`config.mk`:
```
export PLATFORM = sky130hd
export DESIGN_NAME = instr_issue_queue
export DESIGN_NICKNAME = d
export VERILOG_FILES = /design/src/rtl/instr_issue_queue.sv
export SDC_FILE = /design/constraint.sdc
export NUM_CORES = 1
export LEC_CHECK = 0
export CORE_UTILIZATION = 30
export DETAILED_ROUTE_END_ITERATION = 8
export HOLD_SLACK_MARGIN = 0.06
export PLACE_DENSITY = 0.6
export SYNTH_ARGS = -nofsm -noshare
export SYNTH_HDL_FRONTEND = slang
export SYNTH_SLANG_ARGS = --single-unit
```
`constraint.sdc`:
```
create_clock -name clk -period 2.65 [get_ports clk]
set_clock_uncertainty 0.05 [all_clocks]
set_input_delay 0.53 -clock clk [delete_from_list [all_inputs] [get_ports clk]]
set_output_delay 0.53 -clock clk [all_outputs]
set_load 0.03 [all_outputs]
```
`src/rtl/instr_issue_queue.sv`:
```
// In-order issue queue that decodes R-type words into register-bank and ALU controls.
// Define ILLEGAL_COUNT_EN to build the saturating illegal-word counter.
module instr_issue_queue #(
  parameter int DEPTH = 4
) (
  input  logic        clk,
  input  logic        rst_n,
  input  logic [31:0] in_instr,
  input  logic        in_valid,
  output logic        in_ready,
  output logic [4:0]  out_read_reg1,
  output logic [4:0]  out_read_reg2,
  output logic [4:0]  out_write_reg,
  output logic [2:0]  out_sel,
  output logic        out_reg_write,
  output logic        out_valid,
  input  logic        out_ready,
  output logic        illegal,
  output logic [7:0]  illegal_count
);

  localparam int AW = (DEPTH > 1) ? $clog2(DEPTH) : 1;
  localparam int CW = AW + 1;
  localparam logic [CW-1:0] FULL = CW'(DEPTH);

  typedef struct packed {
    logic [4:0] rs;
    logic [4:0] rt;
    logic [4:0] rd;
    logic [2:0] sel;
  } entry_t;

  entry_t        mem [DEPTH];
  entry_t        head;
  entry_t        dec_entry;
  logic [AW-1:0] wr_ptr;
  logic [AW-1:0] rd_ptr;
  logic [CW-1:0] count;
  logic          run;
  logic          legal;
  logic [2:0]    dec_sel;
  logic          op_ok;
  logic [5:0]    funct;
  logic          accept;
  logic          push;
  logic          pop;
  logic          unused_shamt;

  assign unused_shamt = ^in_instr[10:6];

  assign op_ok = (in_instr[31:26] == 6'd0);
  assign funct = in_instr[5:0];

  always_comb begin
    legal   = 1'b1;
    dec_sel = 3'd0;
    unique case (1'b1)
      op_ok && (funct == 6'h20): dec_sel = 3'd0;
      op_ok && (funct == 6'h22): dec_sel = 3'd1;
      op_ok && (funct == 6'h2A): dec_sel = 3'd2;
      op_ok && (funct == 6'h24): dec_sel = 3'd3;
      op_ok && (funct == 6'h25): dec_sel = 3'd4;
      op_ok && (funct == 6'h26): dec_sel = 3'd5;
      default:                   legal   = 1'b0;
    endcase
  end

  assign dec_entry.rs  = in_instr[25:21];
  assign dec_entry.rt  = in_instr[20:16];
  assign dec_entry.rd  = in_instr[15:11];
  assign dec_entry.sel = dec_sel;

  // run holds in_ready low while reset is active and until the first edge after it
  assign in_ready  = run && (count < FULL);
  assign out_valid = (count != '0);
  assign accept    = in_valid && in_ready;
  assign push      = accept && legal;
  assign pop       = out_valid && out_ready;

  always_ff @(posedge clk or negedge rst_n) begin
    if (!rst_n) begin
      wr_ptr  <= '0;
      rd_ptr  <= '0;
      count   <= '0;
      run     <= 1'b0;
      illegal <= 1'b0;
    end else begin
      run     <= 1'b1;
      illegal <= accept && !legal;
      if (push) begin
        wr_ptr <= wr_ptr + AW'(1);
      end
      if (pop) begin
        rd_ptr <= rd_ptr + AW'(1);
      end
      unique case ({push, pop})
        2'b10:   count <= count + CW'(1);
        2'b01:   count <= count - CW'(1);
        default: count <= count;
      endcase
    end
  end

  always_ff @(posedge clk) begin
    if (push) begin
      mem[wr_ptr] <= dec_entry;
    end
  end

  assign head = mem[rd_ptr];

  always_comb begin
    out_read_reg1 = '0;
    out_read_reg2 = '0;
    out_write_reg = '0;
    out_sel       = '0;
    out_reg_write = 1'b0;
    if (out_valid) begin
      out_read_reg1 = head.rs;
      out_read_reg2 = head.rt;
      out_write_reg = head.rd;
      out_sel       = head.sel;
      out_reg_write = (head.rd != 5'd0);
    end
  end

`ifdef ILLEGAL_COUNT_EN
  logic [7:0] ill_cnt;

  always_ff @(posedge clk or negedge rst_n) begin
    if (!rst_n) begin
      ill_cnt <= '0;
    end else if (accept && !legal && (ill_cnt != 8'hFF)) begin
      ill_cnt <= ill_cnt + 8'd1;
    end
  end

  assign illegal_count = ill_cnt;
`else
  assign illegal_count = '0;
`endif

endmodule

```
==> out/summary.md <==
The run finished, with violations left. The final reports fail on negative setup slack. For this run, the number of Yosys warnings is 0. The critical path is of the reg -> out type.

The first TritonRoute pass finished after 4 iterations. The startpoint type of the worst setup path was a flop. Grouping stages by cell kind, the critical path spends the most delay in simple AND/OR/NAND/NOR gates. The tree is rooted in a clkbuf_16.

After synthesis the netlist holds a flip-flop and latch count of 81. Counting the buffers created by CTS gives 9. The HPWL after detailed placement was 4315 microns; the average wire per standard cell was 14.91 microns. The synthesized design contains 72 enable-type register cells.

The run gives 0 as the initial antenna violation count. The worst-case IR drop observed on VDD is 0.0003350 V. The number of hold violations in the final report came out at 0. The finished cells cover 0.004541 sq mm. For this run, the share of the core covered by cells in the final layout is 41.52%. The run gives 11.82% as the combined global-route utilization of all metal layers. Clock-pin slew was measured on the worst setup and hold paths at 0.06 ns. The netlist uses 32 different library cells. For the via count of the first global-routing pass, the log shows 1897. The highest clock frequency the design can meet is 0.3578 GHz, and the I/O pin total is 66. The remaining design rule violation count is 0, and the area growth from synthesis to layout is 34.21%.

The area of the placeable core is 0.01094 sq mm, and the net total in the final layout is 307. For this run the aggregate overflow at the end of global routing stands at 0. Number of rows in the core area: 38. The library cell used most frequently in the layout, excluding fill and tap cells, is edfxtp_1.

The tools report the effective utilization at floorplan as 30.94%. Of all nets on the critical path, the largest fanout is 3. The count of input and output buffers was 52; the area of the mapped netlist was 0.003383 sq mm.

Setup repair after global routing could not meet its margin everywhere. Counting both buffers and inverters, the worst setup path holds a total of 2. In the final layout, the share of cells above drive strength 1 is 27.04%. In the layout the commonest cells are edfxtp_1, clkdlybuf4s50_1, buf_4, and2_1, mux4_2. Max-cap violations in this run came to 0.

Among all flip-flop cells after synthesis, the most frequent one is edfxtp_1. Traced cell by cell, the critical path runs through buf_12 -> mux4_2 -> or4_4 -> o21a_1 -> buf_6. From bottom edge to top edge, the die measures 108.2 microns. Placed instance area: 0.004234 sq mm.

The tools report the largest net degree at the start of global routing as 22. For this run, the slowest stage of the critical path takes 0.53 ns. The final number of setup-violating endpoints was 1; the data required time of the critical path was 2.07 ns.

The logs give -0.1448 ns for the final critical-path setup slack and 53 for the initial detailed-routing violation count. Clock tree synthesis found a total of 81 sinks. The analysis attributes to cell leakage a power of 1.644 nW.

The number of antenna repair diodes was 0; the buffer levels on the longest clock path was 2. Synthesis produced 181 cells. The floorplan step defined a die boundary enclosing 0.01171 sq mm. The first global-routing pass estimated 9922 microns of wire. From left edge to right edge, the die measures 108.2 microns. The worst endpoint data arrival time was 2.21 ns; the post-route minimum period was 2.795 ns. The H-tree depth came out at 3. The count of final max-slew check failures is 0.

Dividing total power by cell area gives a power density of 977.2 mW/mm^2. The fraction of registers with async set/reset is 11.11%. The slowest stage of the critical path is the or4_4 cell. Endpoint type of the worst setup path: a primary output. The final routed wirelength across all metal layers is 6115 microns, and the number of vias per cell is 4.385. The path category of the worst min-delay check is reg -> reg. The final critical path takes up 105.5% of the cycle. A synthesized cell averages 18.69 sq um. TritonCTS built the clock tree. Across all register-to-register paths, the minimum setup slack is 0.49 ns. The count of nets left with antenna violations once routing finished came out at 0. The detailed router placed 1798 vias in this run. The last weighted congestion value of the routability-driven placer was 0.6724.

For this run, the register share of the synthesized area comes to 70.56%. The tools report the source-to-sink clock delay at the later pin of the worst-skew pair as 0.33 ns.
[worst reg2reg max path: cells and delay by family (launching register included)]
kind	cells	cell delay, ns
and+or+nand+nor	3	0.66
DFF	1	0.38
adders and majority gates	2	0.39
xor gates and xnor gates	2	0.29
buffers and inverters	2	0.28
[where the power goes]
| part | switching, W | internal (W) |
|---|---|---|
| clock network | 0.000454 | 0.000920 |
| logic | 0.000859 | 0.000717 |
| registers | 0.0000533 | 0.00143 |
| total | 0.00137 | 0.00307 |
[stage by stage]
| stage | total power, W | setup slack (ns) | hold slack, ns | instances | setup TNS [ns] |
|---|---|---|---|---|---|
| floorplan | 0.002567 | 0.2394 | 0.1844 | 188 | 0 |
| global route | 0.004649 | -0.2067 | 0.4606 | 410 | -0.2067 |
| finish | 0.004437 | -0.1448 | 0.4417 | 410 | -0.1448 |
| global placement | 0.003181 | -0.3173 | 0.4304 | 393 | -0.3173 |
| CTS | 0.004480 | -0.1978 | 0.4431 | 409 | -0.1978 |
| detailed placement | 0.003195 | -0.3247 | 0.4326 | 393 | -0.3906 |
[final timing paths]
kind | cells after the start | end | startpoint
min in group asynchronous | 1 | wr_ptr[1]$_DFFE_PN0P_ | rst_n
worst max-delay path | 5 | out_reg_write | rd_ptr[0]$_DFFE_PN0P_
max in group asynchronous | 1 | rd_ptr[0]$_DFFE_PN0P_ | rst_n
worst min register to register | 1 | count[2]$_DFFE_PN0P_ | count[2]$_DFFE_PN0P_
worst min-delay path | 1 | count[2]$_DFFE_PN0P_ | count[2]$_DFFE_PN0P_
worst max register to register | 9 | count[2]$_DFFE_PN0P_ | count[1]$_DFFE_PN0P_
[cell usage after synthesis, drive strengths merged, types with 3 or more instances]
master | instances | area share [%]
ha | 5 | 1.8
dfrtp | 9 | 6.7
edfxtp | 72 | 64
xnor2 | 4 | 1.0
nand2 | 4 | 0.44
clkbuf | 3 | 0.33
xor2 | 3 | 0.78
mux4 | 18 | 13
inv | 6 | 0.67
and2 | 23 | 4.3
buf | 11 | 2.4
nor2 | 4 | 0.44
[layer usage]
metal  share of wire (%)  GRT usage [%]  vias to the layer above
met1                  43          14.28                      889
li1                    -              -                      846
met2                  50          19.65                       55
met5                   0              0                        -
met4                 1.5          5.284                        0
met3                 4.8          3.315                        8
[layout make-up]
class                   instances  area (sq um)
repair buffers                 80         709.4
fillers                       991          6395
inverters                       6         22.52
well taps                     140         175.2
multi-input cells              87         908.4
flip-flops and latches         81          2389
clock inverters                 5         103.9
clock buffers                  11         232.7
[repair_timing]
item,4_1_cts,5_1_grt
setup endpoints to repair,16,8
hold buffers,0,0
gates resized for setup,22,27
gates cloned,0,0
buffers inserted,0,1
[flip-flops by register name, summed over array words and instances (netlist names)]
| name | cells |
|---|---|
| count | 3 |
| run | 1 |
| illegal | 1 |
| wr_ptr | 2 |
| rd_ptr | 2 |
| mem | 72 |
[kinds of logic after synthesis]
kind of cell | count (synthesis) | share of synthesized area [%]
other cells | 2 | 0.2220
fa+ha+maj | 6 | 2.441
mux | 20 | 13.39
compound gates | 5 | 1.183
buf+inv | 20 | 3.365
simple gates | 40 | 7.027
flops | 81 | 70.56
xor+xnor | 7 | 1.812
Power figures use the tool's default switching activity.
==> variant 1 (config.mk and constraints unchanged) <==
Add a define of `ILLEGAL_COUNT_EN`.
--- a/src/rtl/instr_issue_queue.sv
+++ b/src/rtl/instr_issue_queue.sv
@@ -1,5 +1,7 @@
 // In-order issue queue that decodes R-type words into register-bank and ALU controls.
 // Define ILLEGAL_COUNT_EN to build the saturating illegal-word counter.
+`define ILLEGAL_COUNT_EN
+
 module instr_issue_queue #(
   parameter int DEPTH = 4
 ) (
Function: changed (Yosys sat finds a counterexample within 4 cycles, from zero or initial values and one cycle with rst_n low).
==> variant 1 against the unedited design <==
- the run still ends with negative setup slack left
- wire length increased by 13%
- area after synthesis increased by 10%
- final area increased by 11%
- setup slack got worse by 0.020 ns
- non-clock buffer count increased by 10
- sequential cell count increased by 8
- power increased by 9.2%
- global-route usage increased by 0.23 points
- largest cell class unchanged
==> variant 1: results (changes against the unedited design) <==
Layout
The net total in the final layout is 348 (+13%). The fraction of final layout cells sized beyond drive strength 1 is 26.13% (-0.91 points).

Run status
The final reports fail on negative setup slack. The run finished, with violations left.

Min path
The worst hold path terminates at count[0]$_DFFE_PN0P_. The worst hold path startpoint is count[0]$_DFFE_PN0P_.

Place
The detailed placement HPWL is 4.699 mm (+8.9%). The minimum setup slack after placement came to -0.2768 ns (+0.04786 ns).

Timing
The worst-case setup margin in the final layout is -0.1651 ns (-0.02035 ns). The number of setup violations in the final report is 1 (unchanged).

GRT
The via count of the first global-routing pass is 2,235 (+18%). The overall routing resource usage was 12.05% (+0.23 points).

Setup path
The worst reg-to-reg setup slack is 0.46 ns (-0.03 ns). The largest fanout on the critical path came to 4 (+1).

Synthesis
By count the netlist is led by 72 x sky130_fd_sc_hd__edfxtp_1, 23 x sky130_fd_sc_hd__and2_1, 17 x sky130_fd_sc_hd__dfrtp_1, 11 x sky130_fd_sc_hd__mux4_2, 9 x sky130_fd_sc_hd__inv_1. The number of distinct library cells after synthesis is 38 (+19%). The share of flip-flops with an asynchronous set or reset after synthesis is 19.10% (+8.0 points). The share of the yosys chip area belonging to registers is 69.33% (-1.2 points).

Route
The number of design-rule violations left by the first detailed-router iteration is 123 (+130%). The number of vias after detailed routing came to 2,074 (+15%). The average detailed-routed wire length per instance came to 14.46 µm (-3.1%).

The detailed-routing iteration count for the pre-antenna-repair pass is 3 (-1).

Power and ir drop
The highest ir drop seen on vdd is 0.0005088 V (+52%). The switching part of the total power is 34.31% (+3.5 points). The static leakage was 1.815 nW (+10%).
==> variant 1: changes by cell type in the layout (fill, tap and decap cells not counted), sizes merged, moves of 3 or more <==
cell / delta
mux2: +4
clkdlybuf4s50: +8
conb: -8
buf: +3
nand2: +3
nor2: +3
nor3: +4
xor2: +3
inv: +6
dfrtp: +8
==> variant 1: per-stage QoR <==
stage          instances  setup TNS (ns)  hold WS (ns)
2_1_floorplan        210               0        0.1844
3_3_place_gp         460         -0.3623        0.4323
3_5_place_dp         460         -0.4516        0.4311
4_1_cts              476         -0.2153        0.4426
5_1_grt              478         -0.2367        0.4927
6_report             478         -0.1651        0.4409
==> variant 1: cell families (layout without fill, tap and decap cells) <==
family          count (synthesis)  count (layout)  share of synthesized area, %
buf+inv                        15             115                         1.743
simple gates                   57              57                         8.884
other cells                     1               1                        0.1005
flops                          89              89                         69.33
compound gates                  6               6                         1.475
mux                            24              24                         13.34
fa+ha+maj                       7               7                         2.548
xor+xnor                       11              11                         2.581
==> variant 1: routing by layer <==
layer  track usage, %  routed length [µm]
met5                0                   0
met4            3.421                  87
met3            5.792                 408
met2            20.45                3558
met1            13.48                2856
==> variant 1: worst max path at each step <==
stage	slack (ns)	depth (start not counted)	from	to
final	-0.17	5	rd_ptr[0]$_DFFE_PN0P_	out_reg_write
after global routing	-0.24	5	rd_ptr[0]$_DFFE_PN0P_	out_reg_write
after CTS	-0.22	5	rd_ptr[0]$_DFFE_PN0P_	out_reg_write
after detailed placement	-0.28	5	rd_ptr[0]$_DFFE_PN0P_	out_reg_write
after global placement	-0.26	5	rd_ptr[0]$_DFFE_PN0P_	out_reg_write
after floorplan	0.29	4	rd_ptr[0]$_DFFE_PN0P_	out_reg_write
==> variant 1: repair_timing <==
| action | 4_1_cts | 5_1_grt |
|---|---|---|
| endpoints found under the setup margin | 18 | 3 |
| buffers inserted | 0 | 2 |
| resized for setup | 39 | 25 |
| cloned | 0 | 0 |
==> variant 1: layout make-up <==
| type | instances | area [µm²] |
|---|---|---|
| multi-input cells | 106 | 1080 |
| clock buffers | 10 | 229.0 |
| flip-flops and latches | 89 | 2589 |
| well taps | 168 | 210.2 |
| clock inverters | 6 | 73.82 |
| fillers | 1096 | 7036 |
| inverters | 9 | 33.78 |
| repair buffers | 90 | 810.8 |
==> variant 1: power by group through the flow <==
stage	Sequential, mW	Combinational, mW	Clock (mW)
2_1_floorplan	1.79	1.15	0
3_3_place_gp	1.74	1.96	0
3_5_place_dp	1.74	1.98	0
4_1_cts	1.72	1.88	1.31
5_1_grt	1.73	1.99	1.37
6_report	1.72	1.85	1.28
==> variant 2 (same settings) <==
Without the edit above. `DEPTH`: 4 -> 8.
--- a/src/rtl/instr_issue_queue.sv
+++ b/src/rtl/instr_issue_queue.sv
@@ -1,7 +1,7 @@
 // In-order issue queue that decodes R-type words into register-bank and ALU controls.
 // Define ILLEGAL_COUNT_EN to build the saturating illegal-word counter.
 module instr_issue_queue #(
-  parameter int DEPTH = 4
+  parameter int DEPTH = 8
 ) (
   input  logic        clk,
   input  logic        rst_n,
Formal check against the unedited RTL: not equivalent (Yosys sat finds a counterexample within 10 cycles, from zero or initial values and one cycle with rst_n low).
==> variant 2 against the unedited design <==
- wire length is 110% higher
- sequential share of layout area up 2.1 points
- final area is 86% higher
- sequential cell count is 75 higher
- power is 100% higher
- critical path depth up 1
- global-route usage grew 0.72 points
- critical endpoint unchanged
- utilization decreased by 0.13 points
- the run still ends with negative setup slack left
- area after synthesis up 86%
- final cell count is 73% higher
- setup slack improved by 0.079 ns
==> variant 2: results (changes against the unedited design) <==
Run status
The flow ran to the end, but the final reports show violations. The checks that failed: negative setup slack.

Power and ir drop
The power density of the placed cells came to 1052 mW/mm² (+7.7%). The static leakage came to 2.941 nW (+79%). The highest ir drop seen on vdd is 0.0005283 V (+58%).

GRT
The largest net degree at the start of global routing is 20 (-9.1%). The via count of the first global-routing pass is 3,531 (+86%). The overall routing resource usage was 12.54% (+0.72 points).

Place
The final RePlAce weighted congestion was 0.7086 (+5.4%). The detailed placement HPWL is 8.054 mm (+87%). The count of placed standard cells including taps is 666 (+69%). The area of placed instances was 0.007500 mm² (+77%).

Setup path
The largest fanout on the critical path came to 7 (+4). The source of the worst register-to-register timing path is count[2]$_DFFE_PN0P_. The worst reg-to-reg setup slack is 0.24 ns (-0.25 ns).

The slowest stage of the critical path is the sky130_fd_sc_hd__mux4_2 cell. The capture instance of the worst register-to-register path is count[3]$_DFFE_PN0P_.

Layout
The number of filler cells placed in the layout is 1,821 (+84%). The number of flip-flops in the largest register is 144 (+100%). The number of signal-net inverters in the final layout came to 1 (-5).

The fraction of final layout cells sized beyond drive strength 1 was 39.18% (+12 points). The flip-flop and latch area came to 0.004628 mm² (+94%). The share of cell area taken by multi-input logic gates came to 19.98% (-0.029 points). The utilization after layout was 41.39% (-0.13 points).

The number of clock buffers in the layout is 17 (+6).

Synthesis
The share of flip-flops with an asynchronous set or reset after synthesis is 7.692% (-3.4 points). The number of distinct library cells after synthesis is 36 (+13%). Sorting the synthesized cells by area gives the leading types as sky130_fd_sc_hd__edfxtp_1 69%, sky130_fd_sc_hd__mux4_2 13%, sky130_fd_sc_hd__dfrtp_1 4.8%, sky130_fd_sc_hd__mux2i_1 2.9%, sky130_fd_sc_hd__nor2_1 1.4%. The number of flops mapped to enable cells by yosys is 144 (+100%). The post-synthesis adder-cell area fraction is 0.9917% (-1.4 points). The post-synthesis share of cell area spent on xor and xnor gates was 1.388% (-0.42 points). The flip-flop and latch count after synthesis is 156 (+93%). The share of the yosys chip area belonging to registers is 73.30% (+2.7 points). The proportion of synthesized area in mux cells is 16.24% (+2.9 points).

Timing
The number of setup violations in the final report is 12 (+11). The smallest hold slack is 0.4523 ns (+0.01066 ns). The worst-case setup margin in the final layout was -0.06612 ns (+0.07864 ns). The setup total negative slack is -0.3704 ns (-0.2257 ns).

Route
The number of design-rule violations left by the first detailed-router iteration came to 177 (+230%). The total routed wirelength is 12.91 mm (+110%).

Min path
The class of the tightest hold or removal check is in -> async.

Clocking
The insertion delay to the later sink of the worst-skew pair is 0.42 ns (+0.09 ns). The number of buffers inserted during clock tree synthesis was 17 (+8).
variant 2: cell types whose count changed after synthesis, sizes merged, moves of 5 or more:
cell | unedited run | this run
and2 | 23 | 4
buf | 11 | 19
edfxtp | 72 | 144
inv | 6 | 1
nor3 | 0 | 6
mux2i | 1 | 18
nor2 | 4 | 23
mux4 | 18 | 36
variant 2: timing repair:
action,in CTS,in global routing
setup buffers,4,5
cloned,1,2
pin swaps,2,5
setup endpoints to repair,19,21
resized for setup,40,31
variant 2: layer usage:
layer / GRT usage, % / wire [µm] / vias to the layer above
met5: 0 / 0 / -
li1: - / - / 1483
met3: 3.385 / 409 / 15
met1: 15.05 / 5537 / 1690
met4: 4.742 / 194 / 0
met2: 21.54 / 6765 / 67
variant 2: power by group through the flow:
stage                     clock (mW)  sequential [mW]  combinational [mW]
after floorplan                    0             2.85                1.93
after global placement             0             2.94                2.79
after detailed placement           0             2.95                2.82
after CTS                       2.70             2.85                3.07
after global routing            2.79             2.86                3.59
final                           2.66             2.85                3.39
